**config.mk**
```make
export PLATFORM = sky130hd
export DESIGN_NAME = pc_sequencer
export DESIGN_NICKNAME = d
export VERILOG_FILES = /design/src/rtl/pc_sequencer.sv
export SDC_FILE = /design/constraint.sdc
export NUM_CORES = 1
export LEC_CHECK = 0
export CAP_MARGIN = 20
export CORE_MARGIN = 3
export CORE_UTILIZATION = 48
export DETAILED_ROUTE_END_ITERATION = 7
export PLACE_DENSITY = 0.79
export SLEW_MARGIN = 0
export SYNTH_ARGS = -nofsm -noshare
export SYNTH_HDL_FRONTEND = slang
export SYNTH_SLANG_ARGS = --single-unit
```
**constraint.sdc**
```tcl
create_clock -name clock -period 3.4 [get_ports clock]
set_clock_uncertainty 0.15 [all_clocks]
set_input_delay 1.02 -clock clock [delete_from_list [all_inputs] [get_ports clock]]
set_output_delay 1.02 -clock clock [all_outputs]
set_load 0.1 [all_outputs]
```
**src/rtl/pc_sequencer.sv**
```systemverilog
// pc_sequencer: 8051-style program counter with nested interrupts and byte-serial return-address push/pop.
// Ports: clock/reset (async, active-high); pc_inc, pc_inc_offset, pc_jmp_z, pc_jmp_nz, value_8bit, acc,
//   pc_load, call, ret, reti, target (decoder); instr_boundary, int_en, int_req, int_prio, int_ack, int_id
//   (interrupt controller); push_stack, pop_stack, stack_in, stack_out (internal-RAM stack); busy, count.
// Optional: define PC_TRACE_EN to add trace_valid/trace_from, which flag every non-increment PC change.
module pc_sequencer #(
    parameter int ADDR_W     = 16,
    parameter int NUM_SRC    = 5,
    parameter int VEC_BASE   = 3,
    parameter int VEC_STRIDE = 8,
    parameter int RESET_PC   = 0
) (
    input  logic                 clock,
    input  logic                 reset,
    input  logic                 pc_inc,
    input  logic                 pc_inc_offset,
    input  logic                 pc_jmp_z,
    input  logic                 pc_jmp_nz,
    input  logic [7:0]           value_8bit,
    input  logic [7:0]           acc,
    input  logic                 pc_load,
    input  logic                 call,
    input  logic                 ret,
    input  logic                 reti,
    input  logic [ADDR_W-1:0]    target,
    input  logic                 instr_boundary,
    input  logic                 int_en,
    input  logic [NUM_SRC-1:0]   int_req,
    input  logic [NUM_SRC-1:0]   int_prio,
    input  logic [7:0]           stack_out,
    output logic                 int_ack,
    output logic [(NUM_SRC > 1 ? $clog2(NUM_SRC) : 1)-1:0] int_id,
    output logic                 push_stack,
    output logic                 pop_stack,
    output logic [7:0]           stack_in,
    output logic                 busy,
    output logic [ADDR_W-1:0]    count
`ifdef PC_TRACE_EN
   ,output logic                 trace_valid,
    output logic [ADDR_W-1:0]    trace_from
`endif
);
    localparam int ID_W = NUM_SRC > 1 ? $clog2(NUM_SRC) : 1;

    typedef enum logic [2:0] {RUN, PUSH_LO, PUSH_HI, LOAD, POP_HI, POP_LO, POP_DONE} state_t;

    state_t              state, state_nxt;
    logic [ADDR_W-1:0]   count_nxt, dest, dest_nxt, rel;
    logic [1:0]          in_svc, in_svc_nxt;
    logic [7:0]          pop_hi;
    logic                is_reti, is_reti_nxt;
    logic [NUM_SRC-1:0]  hi_ok, lo_ok, pend;
    logic [ID_W-1:0]     sel;
    logic                accept, taken;

    // in_svc[1] = high level in service, in_svc[0] = low level in service
    assign hi_ok      = in_svc[1] ? '0 : int_req & int_prio;
    assign lo_ok      = |in_svc ? '0 : int_req & ~int_prio;
    assign pend       = |hi_ok ? hi_ok : lo_ok;
    assign accept     = int_en && instr_boundary && state == RUN && |pend;
    assign taken      = pc_inc_offset || (pc_jmp_z && acc == 8'd0) || (pc_jmp_nz && acc != 8'd0);
    assign rel        = count + {{(ADDR_W-8){value_8bit[7]}}, value_8bit};
    assign busy       = state != RUN;
    assign push_stack = state == PUSH_LO || state == PUSH_HI;
    assign pop_stack  = state == POP_HI || state == POP_LO;
    // count is frozen during the push states, so it still holds the return address
    assign stack_in   = state == PUSH_LO ? count[7:0] : state == PUSH_HI ? 8'(count >> 8) : 8'd0;

    // lowest pending index wins within the chosen priority level
    always_comb begin
        sel = '0;
        for (int i = NUM_SRC - 1; i >= 0; i--)
            if (pend[i]) sel = ID_W'(i);
    end

    always_comb begin
        state_nxt   = state;
        count_nxt   = count;
        dest_nxt    = dest;
        in_svc_nxt  = in_svc;
        is_reti_nxt = is_reti;
        case (state)
            RUN: begin
                if (accept) begin
                    state_nxt  = PUSH_LO;
                    dest_nxt   = ADDR_W'(VEC_BASE + int'(sel) * VEC_STRIDE);
                    in_svc_nxt = in_svc | (|hi_ok ? 2'b10 : 2'b01);
                end else if (reti || ret) begin
                    state_nxt   = POP_HI;
                    is_reti_nxt = reti;
                end else if (call) begin
                    state_nxt = PUSH_LO;
                    dest_nxt  = target;
                end else if (pc_load)
                    count_nxt = target;
                else if (taken)
                    count_nxt = rel;
                else if (pc_inc)
                    count_nxt = count + ADDR_W'(1);
            end
            PUSH_LO:  state_nxt = PUSH_HI;
            PUSH_HI:  state_nxt = LOAD;
            LOAD: begin
                count_nxt = dest;
                state_nxt = RUN;
            end
            POP_HI:   state_nxt = POP_LO;
            POP_LO:   state_nxt = POP_DONE;
            POP_DONE: begin
                count_nxt = ADDR_W'({pop_hi, stack_out});
                if (is_reti) in_svc_nxt = in_svc[1] ? {1'b0, in_svc[0]} : 2'b00;
                state_nxt = RUN;
            end
            default:  state_nxt = RUN;
        endcase
    end

    always_ff @(posedge clock or posedge reset) begin
        if (reset) begin
            state   <= RUN;
            count   <= ADDR_W'(RESET_PC);
            dest    <= '0;
            in_svc  <= '0;
            is_reti <= 1'b0;
            pop_hi  <= '0;
            int_ack <= 1'b0;
            int_id  <= '0;
        end else begin
            state   <= state_nxt;
            count   <= count_nxt;
            dest    <= dest_nxt;
            in_svc  <= in_svc_nxt;
            is_reti <= is_reti_nxt;
            pop_hi  <= state == POP_LO ? stack_out : pop_hi;
            int_ack <= accept;
            int_id  <= accept ? sel : int_id;
        end
    end

`ifdef PC_TRACE_EN
    logic inc_only, moved;
    assign inc_only = state == RUN && !accept && !reti && !ret && !call && !pc_load && !taken && pc_inc;
    assign moved    = count_nxt != count && !inc_only;

    always_ff @(posedge clock or posedge reset) begin
        if (reset) begin
            trace_valid <= 1'b0;
            trace_from  <= '0;
        end else begin
            trace_valid <= moved;
            trace_from  <= moved ? count : trace_from;
        end
    end
`endif
endmodule

```
* Yosys cells after proc, flatten, opt, wreduce, memory -nomap -nowiden *
Cells that the tools add are included.
W data, S select, Z words.

storage, ports and cells
  output and inout port bits = 31
  bits in registers = 50
  word-level logic and storage cells = 86
  input bits = 62

operators by class
  multiplexer cells = 29
  equal/unequal tests = 15
  reductions and logical operators = 25
  bitwise operators = 5
  $add $sub $neg = 3

operators with widths
  operator                 count
  $mux W16                 9
  $pmux W16 S3             1
  $mux W3                  8
  $add A16 B1 Y16 const B  1
  $add A16 B16 Y16         1
  $mux W8                  2
  $mux W5                  3
  $pmux W3 S5              1
  $ne A2 B2 Y1 const B     7
  $and A5 B5 Y5            2
  $reduce_or A5 Y1         2
  $eq A3 B3 Y1 const B     3
  $reduce_and A3 Y1        3
  $logic_not A8 Y1         1
  $reduce_bool A8 Y1       1
  $add A2 B6 Y7 const A    1
  $eq A3 B2 Y1 const B     2
  $mux W2                  3
  $reduce_bool A3 Y1       2
  $logic_and A1 B1 Y1      5
  $logic_or A1 B1 Y1       5
  $not A5 Y5               1
  $reduce_and A5 Y1        1
  $ne A4 B3 Y1 const B     1
  other kinds (10)         11

* Depth between registers and ports, before layout *
  depth after elaboration = 11
  mapped depth = 15
  depth with buffers taken out = 15

* Least setup slack after synthesis *
Ideal clock, no wire load.

  path kind = in2reg
  start point = input port acc[1]
  end point = register count[12]
  stages on the path = 15
  data arrival time = 3.690 ns
  required time = 3.168 ns
  setup time = 0.082 ns
  slack = -0.522 ns
  path buffers = 0
  cells stage by stage = nor4_1 nand2_1 mux2i_1 nand2_1 nand2b_1 ha_1 fa_1 a211oi_1 o21ai_0 a21oi_1 o21ai_0 o41ai_1 xnor2_1 nand2_1 a31oi_1

between the ends
  word-level cells in the longest chain between the ends = 10
  elaborated cells on any way between the ends = 14
  those cells by class = eq/ne: 1; mux: 6; reduce/logical: 7

RTL lines
  what                    RTL line  text
  from (decl)             20        input logic [7:0] acc,
  $logic_not A8 Y1        61        assign taken = pc_inc_offset || (pc_jmp_z && acc == 8'd0) || (pc_jmp_nz && acc != 8'd0);
  $logic_and A1 B1 Y1     61
  $logic_or A1 B1 Y1      61
  $logic_or A1 B1 Y1 (*)  61
  $mux W16                96        else if (taken)
  $mux W16                94        end else if (pc_load)
  $mux W16                91        end else if (call) begin
  $mux W16                88        end else if (reti || ret) begin
  $mux W16                84        if (accept) begin
  $pmux W16 S3            82        case (state)
  to (signal assigned)    121       count <= ADDR_W'(RESET_PC);
  to (signal assigned)    130       count <= count_nxt;
  to (decl)               37        output logic [ADDR_W-1:0] count

Mark *: on every way between the ends. The rest lies on a longest branch, timed or not. The select of a mux whose other input is x is not followed.
A chain may end at the register's enable or synchronous reset.

* Final worst setup path *
  start point = input port acc[6]
  end point = register count[15]

Same word-level chain as after synthesis.

==> flow_summary.ini <==
[logic_synthesis]
syn_nets = 496
synthArstFlopShare_pct = 100
yosys_warnings = 0
synth_flop_cell = dfrtp_1
yosysUniqueCellTypes = 53
synth_edf_count = 0
syn_area_mm2 = 0.00353
synth_top_family_by_area = compound AO/OA/AOI/OAI gates
synth-compound-area-share_pct = 26.9
ys_ff_latch = 50
synth_xor_area_share_pct = 2.73
yosys.area_share.adder_pct = 5.88
synth_area_per_cell_um2 = 8.45
seq_area_frac_synth_pct = 35.4
synthSimpleGateAreaFrac_pct = 19.3
synthMuxAreaShare_pct = 5.60
synthCells = 418

[pwr]
intPower_uw = 2810
power_leakage_uw = 0.00234
vdd_drop_max_uv = 522
p_clk_share_pct = 6.0
combPwrFrac_pct = 74.8
power_density_mw_per_mm2 = 1150
power_frac_seq_pct = 19.1
switchingPower_uw = 3480
switching_share_pct = 55.4

[grt]
overflow = 0
grt_pass1_vias = 3964
antenna_found_initial = 0
grtUsageTotal_pct = 28.9
grt_start_max_net_pins = 46
grt_pass1_wl_um = 19800

[critical_path]
required_ns = 3.44
cp_max_fo = 8
crit_chain = buf_6, nor4_4, nand2_1, mux2i_2, nand2_2, buf_4, and2_1, ha_4, a21oi_2, nor2_1, o211ai_1, a31oi_2, o31ai_2, xnor2_1, nor4_1, a311oi_1
reg2reg_to = count[7]
rr_startpoint = state[0]
crit_slowest_cell = nor4_4
start_kind = input pin
rr_worst_depth = 6
cp-endpoint = count[15]
worst_ep_arrival_time_ns = 3.74
critPathMaxStageDelay_ns = 0.26
cp-startpoint = acc[6]
cp-end-kind = register
worst-setup-path-type = input pin to register
rrSetupSlack_ns = 0.79

[floorplanning]
initial_core_util_pct = 50.6
fp.dieH_um = 91.8
dieArea_mm2 = 0.00842
fp.dieW_um = 91.8
ios = 93
core_area_mm2 = 0.00698
fp-row-count = 30

[final_layout]
nFillCells = 466
finalInstanceArea_mm2 = 0.00549
syn_to_final_growth_pct = 55.4
diodes = 0
drive_above_1_share_pct = 32.9
regArea_mm2 = 0.00125
final_common_cell = buf_4
layout.nets = 645
multi_input_area_mm2 = 0.00247
fin_cells = 664
mostFrequentLayoutCells = buf_4 (86), clkdlybuf4s50_1 (53), nand2_1 (52)

[sta]
hold_viol_final = 0
period_share_pct = 109
tightest_slew_ns = 0.672
rsz0062_at_grt = yes
max-slew-margin-rel_pct = 55.0
max_freq_mhz = 270
setup_violations = 13
slew_viol_final = 0
fin_crit_ns = 3.70
fin_ws_ns = -0.299

[placement]
port_buffers = 92
place_area_mm2 = 0.00509
place_inst = 648
hpwl_um = 9100
preCtsSetupSlack_ns = -1.10
gp_congestion = 0.897

[drt]
drc_errors = 0
drt-initial-drc-count = 420
drt-total-wl_um = 12500
dr.pass1.iters = 5
vias = 4030
vias_per_cell = 6.07
antenna_left = 0
wl_per_cell_um = 18.8

[clocking]
cts_hold_buf = 0
cts_max_path_buffers = 2
cts_buffers = 5
cts_num_sinks = 50
clk_latency_ns = 0.31
cts_tree = done
h-tree-depth = 2
root_buffer = clkbuf_8
clkSlewWorstSetupHoldPaths_ns = 0.10

[run_status]
outcome = finished with violations
failed_checks = negative setup slack

[hold_path]
worst_hold_path_type = register to register

[run]
drv_cap = 0
[sequential cells by signal (all words and copies together), names as in the netlist]
name     count
state        3
pop_hi       8
in_svc       2
is_reti      1
dest        16
int_id       3
count       16
int_ack      1
[worst min path at each step]
stage | start | endpoint | slack, ns | depth (start not counted)
finish | is_reti | in_svc[1] | 0.35 | 1
floorplan | is_reti | in_svc[1] | 0.29 | 1
detailed placement | is_reti | in_svc[1] | 0.33 | 1
global route | is_reti | in_svc[1] | 0.35 | 1
global placement | is_reti | in_svc[1] | 0.32 | 1
CTS | is_reti | in_svc[1] | 0.34 | 1
[logic make-up (layout without fill, tap and decap cells)]
logic type | count (synthesis) | count (layout)
buffers and inverters | 32 | 182
AO/OA/AOI/OAI | 142 | 142
multiplexers | 17 | 17
adder cells (fa/ha/maj) | 16 | 16
flip-flops | 50 | 50
XOR/XNOR | 11 | 11
AND/OR/NAND/NOR | 150 | 150
[cells in the mapped netlist (2+ instances only)]
library cell,count,area [um^2]
a22o_1,4,35.0
o31ai_1,3,22.5
and3_1,5,31.3
xor2_1,2,17.5
and2_1,10,62.6
mux2_2,10,113
ha_1,15,188
a21oi_2,2,17.5
a31oi_1,12,75.1
nand2b_1,7,43.8
dfrtp_1,50,1250
o211ai_1,3,22.5
buf_6,3,33.8
nor2_1,49,184
nor3_1,7,35.0
o22a_1,4,35.0
a211oi_1,5,37.5
clkbuf_1,13,48.8
o21bai_1,4,30.0
o21ai_0,18,90.1
nor2b_1,2,12.5
o22ai_1,15,93.8
a22oi_1,8,60.1
a21oi_1,38,190
a222oi_1,10,100
mux2_4,3,45.0
nand3_1,5,25.0
a21o_1,2,15.0
nand2_1,53,199
or3_1,2,12.5
inv_1,12,45.0
nand3b_1,3,22.5
o41ai_1,3,26.3
nor4_1,3,18.8
xnor2_1,9,78.8
o221ai_1,2,17.5
buf_2,3,15.0
mux2i_1,4,40.0
[critical path, delay by kind of cell]
kind	cells	cell delay (ns)
fa+ha+maj	1	0.24
mux	1	0.23
simple gates	6	1.00
xor+xnor	1	0.12
compound gates	5	0.86
buf+inv	2	0.26
[metrics by stage]
| step | setup TNS [ns] | hold slack [ns] | util, % | power (uW) |
|---|---|---|---|---|
| detailed placement | -13.99 | 0.331 | 73.0 | 5450 |
| CTS | -1.79 | 0.339 | 77.2 | 6060 |
| floorplan | -1.48 | 0.291 | - | 4090 |
| global route | -5.94 | 0.347 | 78.6 | 6590 |
| global placement | -12.52 | 0.317 | 73.0 | 5340 |
| finish | -2.79 | 0.351 | 78.6 | 6290 |
[routing by layer]
metal  up-vias  GRT usage (%)  part of all wire (%)
met5         -              0                     0
met4         0           8.17                   2.7
met3        37           4.59                   8.6
met2       223           49.2                    49
met1      1920           38.0                    40
li1       1850              -                     -
[repair_timing]
| item | CTS | global route |
|---|---|---|
| cloned | 0 | 0 |
| pin swaps | 48 | 17 |
| endpoints found under the setup margin | 16 | 15 |
| buffers inserted | 10 | 2 |
| gates resized for setup | 59 | 17 |
[layout make-up]
| type | instances | share of cell area [%] |
|---|---|---|
| Tap cell | 96 | 2.19 |
| Multi-Input combinational cell | 336 | 45.0 |
| Inverter | 13 | 0.889 |
| Timing Repair Buffer | 161 | 27.4 |
| Clock buffer | 5 | 1.25 |
| Sequential cell | 50 | 22.8 |
| Clock inverter | 3 | 0.524 |
[power groups by stage]
stage / registers, uW / logic, uW / clock network (uW)
floorplan: 1890 / 2200 / 0
global placement: 1160 / 4180 / 0
detailed placement: 1180 / 4280 / 0
CTS: 1180 / 4500 / 382
global route: 1230 / 4950 / 408
finish: 1200 / 4710 / 380
No activity file was read; power rests on OpenSTA's default activity.
